$ cat config.mk
export PLATFORM = sky130hd
export DESIGN_NAME = pipeline_sequencer
export DESIGN_NICKNAME = d
export VERILOG_FILES = /design/src/rtl/pipeline_sequencer.sv
export SDC_FILE = /design/constraint.sdc
export NUM_CORES = 1
export LEC_CHECK = 0
export ABC_CLOCK_PERIOD_IN_PS = 3200
export CORE_MARGIN = 5
export CORE_UTILIZATION = 50
export CTS_CLUSTER_SIZE = 16
export DETAILED_ROUTE_END_ITERATION = 8
export GPL_ROUTABILITY_DRIVEN = 0
export GPL_TIMING_DRIVEN = 0
export PLACE_DENSITY_LB_ADDON = 0.25
export SYNTH_ARGS = -nofsm -noshare
export SYNTH_HDL_FRONTEND = slang
export SYNTH_SLANG_ARGS = --single-unit
$ cat constraint.sdc
create_clock -name clk -period 3.2 [get_ports clk]
set_input_delay 0.32 -clock clk [delete_from_list [all_inputs] [get_ports clk]]
set_output_delay 0.32 -clock clk [all_outputs]
set_load 0.05 [all_outputs]
$ cat src/rtl/pipeline_sequencer.sv
// Channel sweep sequencer: each selected channel runs ACQ -> FFT -> FE -> NN -> STORE into a result table.
// Optional per-stage watchdog is compiled in when SEQ_WATCHDOG_EN is defined.
module pipeline_sequencer #(
    parameter int  NUM_CH      = 4,
    parameter int  TIMEOUT_CYC = 4096,
    localparam int CW          = $clog2(NUM_CH)
) (
    input  logic              clk,
    input  logic              rst,
    input  logic              enable,
    input  logic [NUM_CH-1:0] ch_mask,
    input  logic              continuous,
    input  logic              sweep_go,
    output logic              acq_start,
    output logic [CW-1:0]     acq_ch,
    input  logic              acq_done,
    output logic              fft_start,
    input  logic              fft_done,
    output logic              fe_start,
    input  logic              fe_done,
    output logic              nn_start,
    input  logic              nn_done,
    input  logic [1:0]        class_id,
    input  logic [7:0]        confidence,
    input  logic [CW-1:0]     rd_ch,
    output logic [1:0]        rd_class,
    output logic [7:0]        rd_conf,
    output logic              res_valid,
    output logic              sweep_done,
    output logic              busy,
    output logic              timeout_err
);

    if (NUM_CH < 2 || NUM_CH > 16 || TIMEOUT_CYC < 1) begin : g_cfg_check
        $error("pipeline_sequencer: illegal parameter value");
    end

    typedef enum logic [2:0] {
        S_IDLE  = 3'd0,
        S_SEL   = 3'd1,
        S_ACQ   = 3'd2,
        S_FFT   = 3'd3,
        S_FE    = 3'd4,
        S_NN    = 3'd5,
        S_STORE = 3'd6
    } state_t;

    state_t                   state_q, state_d;
    logic [CW:0]              ptr_q, ptr_d;
    logic [CW-1:0]            acq_ch_q, acq_ch_d;
    logic [1:0]               hold_class_q, hold_class_d;
    logic [7:0]               hold_conf_q, hold_conf_d;
    logic [NUM_CH-1:0][1:0]   res_class_q, res_class_d;
    logic [NUM_CH-1:0][7:0]   res_conf_q, res_conf_d;
    logic                     acq_start_q, acq_start_d;
    logic                     fft_start_q, fft_start_d;
    logic                     fe_start_q, fe_start_d;
    logic                     nn_start_q, nn_start_d;
    logic                     res_valid_q, res_valid_d;
    logic                     sweep_done_q, sweep_done_d;
    logic                     busy_q, busy_d;

    logic                     start_ok_s;
    logic                     in_stage_s;
    logic                     timeout_s;
    logic                     found_s;
    logic [CW-1:0]            found_idx_s;
    logic [CW:0]              next_ptr_s;

    assign start_ok_s = (state_q == S_IDLE) && sweep_go && enable && (ch_mask != '0);
    assign in_stage_s = (state_q == S_ACQ) || (state_q == S_FFT) || (state_q == S_FE) || (state_q == S_NN);
    assign next_ptr_s = {1'b0, acq_ch_q} + (CW+1)'(1);

    // Lowest enabled channel at or above the scan pointer (downward scan, last hit wins).
    always_comb begin
        found_s     = 1'b0;
        found_idx_s = '0;
        for (int i = NUM_CH - 1; i >= 0; i--) begin
            found_idx_s = (ch_mask[i] && (i >= int'(ptr_q))) ? CW'(i) : found_idx_s;
            found_s     = found_s | (ch_mask[i] && (i >= int'(ptr_q)));
        end
    end

    // Next-state, scan pointer, result table and output pulse computation.
    always_comb begin
        state_d      = state_q;
        ptr_d        = ptr_q;
        acq_ch_d     = acq_ch_q;
        hold_class_d = hold_class_q;
        hold_conf_d  = hold_conf_q;
        res_class_d  = res_class_q;
        res_conf_d   = res_conf_q;
        sweep_done_d = 1'b0;
        case (state_q)
            S_IDLE: begin
                if (start_ok_s) begin
                    ptr_d   = '0;
                    state_d = S_SEL;
                end else begin
                    state_d = S_IDLE;
                end
            end
            S_SEL: begin
                if (!enable) begin
                    state_d = S_IDLE;
                end else if (found_s) begin
                    acq_ch_d = found_idx_s;
                    state_d  = S_ACQ;
                end else begin
                    sweep_done_d = 1'b1;
                    ptr_d        = '0;
                    state_d      = continuous ? S_SEL : S_IDLE;
                end
            end
            S_ACQ: begin
                if (acq_done) begin
                    state_d = S_FFT;
                end else if (timeout_s) begin
                    ptr_d   = next_ptr_s;
                    state_d = S_SEL;
                end else begin
                    state_d = S_ACQ;
                end
            end
            S_FFT: begin
                if (fft_done) begin
                    state_d = S_FE;
                end else if (timeout_s) begin
                    ptr_d   = next_ptr_s;
                    state_d = S_SEL;
                end else begin
                    state_d = S_FFT;
                end
            end
            S_FE: begin
                if (fe_done) begin
                    state_d = S_NN;
                end else if (timeout_s) begin
                    ptr_d   = next_ptr_s;
                    state_d = S_SEL;
                end else begin
                    state_d = S_FE;
                end
            end
            S_NN: begin
                if (nn_done) begin
                    hold_class_d = class_id;
                    hold_conf_d  = confidence;
                    state_d      = S_STORE;
                end else if (timeout_s) begin
                    ptr_d   = next_ptr_s;
                    state_d = S_SEL;
                end else begin
                    state_d = S_NN;
                end
            end
            S_STORE: begin
                res_class_d[acq_ch_q] = hold_class_q;
                res_conf_d[acq_ch_q]  = hold_conf_q;
                ptr_d                 = next_ptr_s;
                state_d               = enable ? S_SEL : S_IDLE;
            end
            default: begin
                state_d = S_IDLE;
            end
        endcase
        // Start pulses mark only the first cycle spent in each stage.
        acq_start_d = (state_d == S_ACQ) && (state_q != S_ACQ);
        fft_start_d = (state_d == S_FFT) && (state_q != S_FFT);
        fe_start_d  = (state_d == S_FE)  && (state_q != S_FE);
        nn_start_d  = (state_d == S_NN)  && (state_q != S_NN);
        res_valid_d = (state_d == S_STORE);
        busy_d      = (state_d != S_IDLE);
    end

    // Main state and output register bank.
    always_ff @(posedge clk) begin
        if (rst) begin
            state_q      <= S_IDLE;
            ptr_q        <= '0;
            acq_ch_q     <= '0;
            hold_class_q <= 2'd0;
            hold_conf_q  <= 8'd0;
            res_class_q  <= '0;
            res_conf_q   <= '0;
            acq_start_q  <= 1'b0;
            fft_start_q  <= 1'b0;
            fe_start_q   <= 1'b0;
            nn_start_q   <= 1'b0;
            res_valid_q  <= 1'b0;
            sweep_done_q <= 1'b0;
            busy_q       <= 1'b0;
        end else begin
            state_q      <= state_d;
            ptr_q        <= ptr_d;
            acq_ch_q     <= acq_ch_d;
            hold_class_q <= hold_class_d;
            hold_conf_q  <= hold_conf_d;
            res_class_q  <= res_class_d;
            res_conf_q   <= res_conf_d;
            acq_start_q  <= acq_start_d;
            fft_start_q  <= fft_start_d;
            fe_start_q   <= fe_start_d;
            nn_start_q   <= nn_start_d;
            res_valid_q  <= res_valid_d;
            sweep_done_q <= sweep_done_d;
            busy_q       <= busy_d;
        end
    end

`ifdef SEQ_WATCHDOG_EN
    localparam int WW = $clog2(TIMEOUT_CYC + 1);

    logic [WW-1:0] wd_q, wd_d;
    logic          timeout_err_q, timeout_err_d;
    logic          stage_done_s;

    // Stage watchdog: counter restarts whenever a stage is left, so each stage entry starts at zero.
    always_comb begin
        case (state_q)
            S_ACQ:   stage_done_s = acq_done;
            S_FFT:   stage_done_s = fft_done;
            S_FE:    stage_done_s = fe_done;
            S_NN:    stage_done_s = nn_done;
            default: stage_done_s = 1'b0;
        endcase
        timeout_s = in_stage_s && !stage_done_s && (wd_q == WW'(TIMEOUT_CYC - 1));
        if (!in_stage_s || stage_done_s || timeout_s) begin
            wd_d = '0;
        end else begin
            wd_d = wd_q + WW'(1);
        end
        if (start_ok_s) begin
            timeout_err_d = 1'b0;
        end else if (timeout_s) begin
            timeout_err_d = 1'b1;
        end else begin
            timeout_err_d = timeout_err_q;
        end
    end

    // Watchdog counter and sticky error flag.
    always_ff @(posedge clk) begin
        if (rst) begin
            wd_q          <= '0;
            timeout_err_q <= 1'b0;
        end else begin
            wd_q          <= wd_d;
            timeout_err_q <= timeout_err_d;
        end
    end

    assign timeout_err = timeout_err_q;
`else
    assign timeout_s   = 1'b0;
    assign timeout_err = 1'b0;
`endif

    // Readback from the registered table; selects beyond NUM_CH read as zero.
    always_comb begin
        if (int'(rd_ch) < NUM_CH) begin
            rd_class = res_class_q[rd_ch];
            rd_conf  = res_conf_q[rd_ch];
        end else begin
            rd_class = 2'd0;
            rd_conf  = 8'd0;
        end
    end

    assign acq_start  = acq_start_q;
    assign fft_start  = fft_start_q;
    assign fe_start   = fe_start_q;
    assign nn_start   = nn_start_q;
    assign res_valid  = res_valid_q;
    assign sweep_done = sweep_done_q;
    assign busy       = busy_q;
    assign acq_ch     = acq_ch_q;

endmodule

==> impl_results.md, run 1 <==
- CTS clock-pin slew for the worst setup and hold paths: 0.06 ns
- H-tree Lvls: 3
- Longest Clk Path Bufs: 2
- Power Density: 440.4 nW/um^2
- DIE AREA: 7197 sq um
- Fin util: 0.6301
- R2r setup slk: 1.42 ns
- CTS tree: yes
- Number of nets in the layout: 405
- Overall power: 1518 uW
- Cells after synthesis: 325
- Critical path peak fanout: 10
- Vias in the first global route: 2370
- Reg2Reg Depth: 7
- Reg-to-reg startpoint: state_q[0]
- Total CTS buffers: 9
- 1st-pass router iterations: 4
- CORE AREA: 5473 sq um
- Post-synth EDFFs: 0
- Largest net degree at the start of global routing: 11
- Status: finished clean
- FF+latch count, synth: 65
- Hold Path Stages: 3
- Asr flop ratio synth: 0
- Num rows: 27
- Sequential fraction of the synthesis area: 0.4647
- Detailed Place HPWL: 4595 um
- CP endpoint kind: output pin
- Max cap viols: 0
- Ports: 45
- Die width: 84.84 um
- Final setup viols: 0
- # hold bufs at CTS: 0
- GRT Total Usage: 0.1957
- # DRC: 0
- CTS sink cnt: 65
- HP Start: rst
- HP Class: primary input to flip-flop
- CP required: 2.88 ns
- Drt total wl: 6620 um
- F_max: 0.3883 GHz
- Cell area after synthesis: 2800 sq um
- Fill cells: 508
- Iteration-0 DRC Markers: 187
- Min Hold Slack: 0.2803 ns
- Post-Syn Area per Cell: 8.616 sq um
- Initial Util: 0.5117
- Slew Limit Headroom: 0.4550
- First-pass GRT wire length: 11050 um
- Share of cells above drive strength 1: 0.1085
- Fin. max-slew vios: 0
- Antenna Nets Post-Route: 0
- Worst-Margin Slew: 0.8175 ns
- Setup bufs post-CTS: 0
- RSZ-0062 raised after global routing: no
- Worst IR Drop VDD: 0.2058 mV
- Syn Nets: 354
- Crit path launch type: primary input
- RR Endpoint: res_conf_q[24]
- Period utilization: 0.8048
- Yosys cell types: 45
- Diode count: 0
- Hold Path Sink: fft_start
- Setup Slack @ Placement: 0.6016 ns
- Initial antenna violation count: 0
- Clk_lat worst skew: 0.35 ns
- Die Y: 84.84 um
- Crit Path Class: primary input to output pin
- Cts repair resizes: 0
- Vias: 2420
- Root buf cell: clkbuf_8
- Final worst slack: 0.6245 ns
- Minimum clock period after layout: 2.576 ns
- Final setup TNS: 0 ns
- Leakage: 0.001162 uW
- Syn. warnings: 0
- Fin. Hold Viols: 0
- Vias per inst: 5.378
- Clk_skew: 0.007489 ns
- Primary FF master, synth: dfxtp_1
- Worst EP arrival: 2.26 ns
- Routed len/inst: 14.71 um
- IO buf count: 40
- Total grt overflow: 0
- Layout overhead on the synthesized area: 23.15%
## routing by layer
metal	global-route usage	up-vias	routed length, um	share of wire
li1	-	1212	-	-
met1	0.2491	1140	2967	0.45
met2	0.3203	59	3148	0.48
met3	0.04854	9	374	0.056
met4	0.07626	0	129	0.019
met5	0	-	0	0
## flip-flops by register name (all words and copies together) (netlist names)
register / flops
res_valid: 1
hold_conf_q: 8
acq_ch: 2
res_class_q: 8
state_q: 3
acq_start: 1
ptr_q: 3
fe_start: 1
nn_start: 1
sweep_done: 1
busy: 1
res_conf_q: 32
fft_start: 1
hold_class_q: 2
## cell usage in the layout (no fill, tap or decap), types with 2 or more instances in the layout
cell	Yosys	layout
clkdlybuf4s50_1	0	40
nor2_1	9	9
dfxtp_1	65	65
nand2_1	111	111
a211oi_1	2	2
nand3_1	2	2
clkbuf_1	13	13
buf_2	4	4
mux4_2	10	10
a311oi_1	3	3
buf_4	2	2
a21oi_1	55	55
ha_1	4	4
clkbuf_8	1	11
clkinvlp_4	0	2
and3_1	2	2
inv_1	6	6
and2_1	4	4
o21ai_0	2	2
a2bb2oi_1	2	2
nand2b_1	2	2
## synthesized netlist by cell type (2+ instances only)
cell type	count	share of area
mux4_2	10	0.080
a311oi_1	3	0.0094
clkbuf_1	13	0.017
and3_1	2	0.0045
ha_1	4	0.018
a211oi_1	2	0.0054
and2_1	4	0.0089
inv_1	6	0.0080
a21oi_1	55	0.098
dfxtp_1	65	0.46
buf_2	4	0.0071
nand3_1	2	0.0036
nand2b_1	2	0.0045
a2bb2oi_1	2	0.0063
buf_4	2	0.0054
nor2_1	9	0.012
nand2_1	111	0.15
o21ai_0	2	0.0036
## kinds of logic after synthesis
logic type / share of synthesized area
muxes: 0.08043
and+or+nand+nor: 0.2198
DFF: 0.4647
buffers and inverters: 0.04289
other: 0.001339
adders and majority gates: 0.01787
AOI/OAI and AO/OA: 0.1729
## metrics by stage
step	instance area (sq um)	instances
after global routing	3448	450
after CTS	3448	450
after floorplan	2800	325
after global placement	3291	437
after detailed placement	3291	437
final	3448	450
## worst max path at each step
stage,end,cells past startpoint,start
floorplan,rd_class[0],2,rd_ch[0]
global placement,rd_conf[7],3,rd_ch[0]
detailed placement,rd_class[0],3,rd_ch[0]
CTS,rd_conf[7],3,rd_ch[0]
global route,rd_conf[7],3,rd_ch[0]
finish,rd_conf[7],3,rd_ch[0]
## report_power, final
group	switching (uW)	internal (uW)
Combinational	61.3	51.5
Clock	303	287
Sequential	2.56	813
## critical path, stage by stage
cell and delay (ns):
clkbuf_1 0.60, mux4_2 0.61, clkdlybuf4s50_1 0.72
## cell type report
class | count | area [sq um] | share of cell area
multi-input cells | 234 | 1379 | 0.3999
flip-flops and latches | 65 | 1301 | 0.3774
repair buffers | 40 | 400.4 | 0.1161
clock buffers | 10 | 137.6 | 0.03991
plain buffers | 20 | 97.59 | 0.02830
well taps | 72 | 90.09 | 0.02612
inverters | 6 | 22.52 | 0.006531
clock inverters | 3 | 20.02 | 0.005806
No activity file was read; power rests on OpenSTA's default activity.
==> inputs of run 2 (changes only) <==
--- a/config.mk
+++ b/config.mk
@@ -5,7 +5,7 @@
 export SDC_FILE = /design/constraint.sdc
 export NUM_CORES = 1
 export LEC_CHECK = 0
-export ABC_CLOCK_PERIOD_IN_PS = 3200
+export ABC_CLOCK_PERIOD_IN_PS = 2600
 export CORE_MARGIN = 5
 export CORE_UTILIZATION = 50
 export CTS_CLUSTER_SIZE = 16
==> constraint.sdc (replaced) <==
create_clock -name clk -period 2.6 [get_ports clk]
set_input_delay 0.26 -clock clk [delete_from_list [all_inputs] [get_ports clk]]
set_output_delay 0.26 -clock clk [all_outputs]
set_load 0.05 [all_outputs]
==> results of run 2 <==
The final DEF is identical to that of run 1. Status: finished clean.
Main changes from that run: setup slack after placement 0.6016 ns -> 0.1216 ns; setup slack after layout 0.6245 ns -> 0.1445 ns; hold slack 0.2803 ns -> 0.2203 ns; register-to-register setup slack 1.42 ns -> 0.82 ns; total power 1518 uW -> 1869 uW; worst IR drop on VDD 0.2058 mV -> 0.2533 mV
==> inputs of run 3 (changes only) <==
--- a/config.mk
+++ b/config.mk
@@ -8,6 +8,7 @@
 export ABC_CLOCK_PERIOD_IN_PS = 2600
 export CORE_MARGIN = 5
 export CORE_UTILIZATION = 50
+export CTS_CLUSTER_DIAMETER = 80
 export CTS_CLUSTER_SIZE = 16
 export DETAILED_ROUTE_END_ITERATION = 8
 export GPL_ROUTABILITY_DRIVEN = 0
==> results of run 3 <==
The final DEF is identical to that of run 1. Status: finished clean.
Main changes from that run: setup slack after placement 0.6016 ns -> 0.1216 ns; setup slack after layout 0.6245 ns -> 0.1445 ns; hold slack 0.2803 ns -> 0.2203 ns; register-to-register setup slack 1.42 ns -> 0.82 ns; total power 1518 uW -> 1869 uW; worst IR drop on VDD 0.2058 mV -> 0.2533 mV
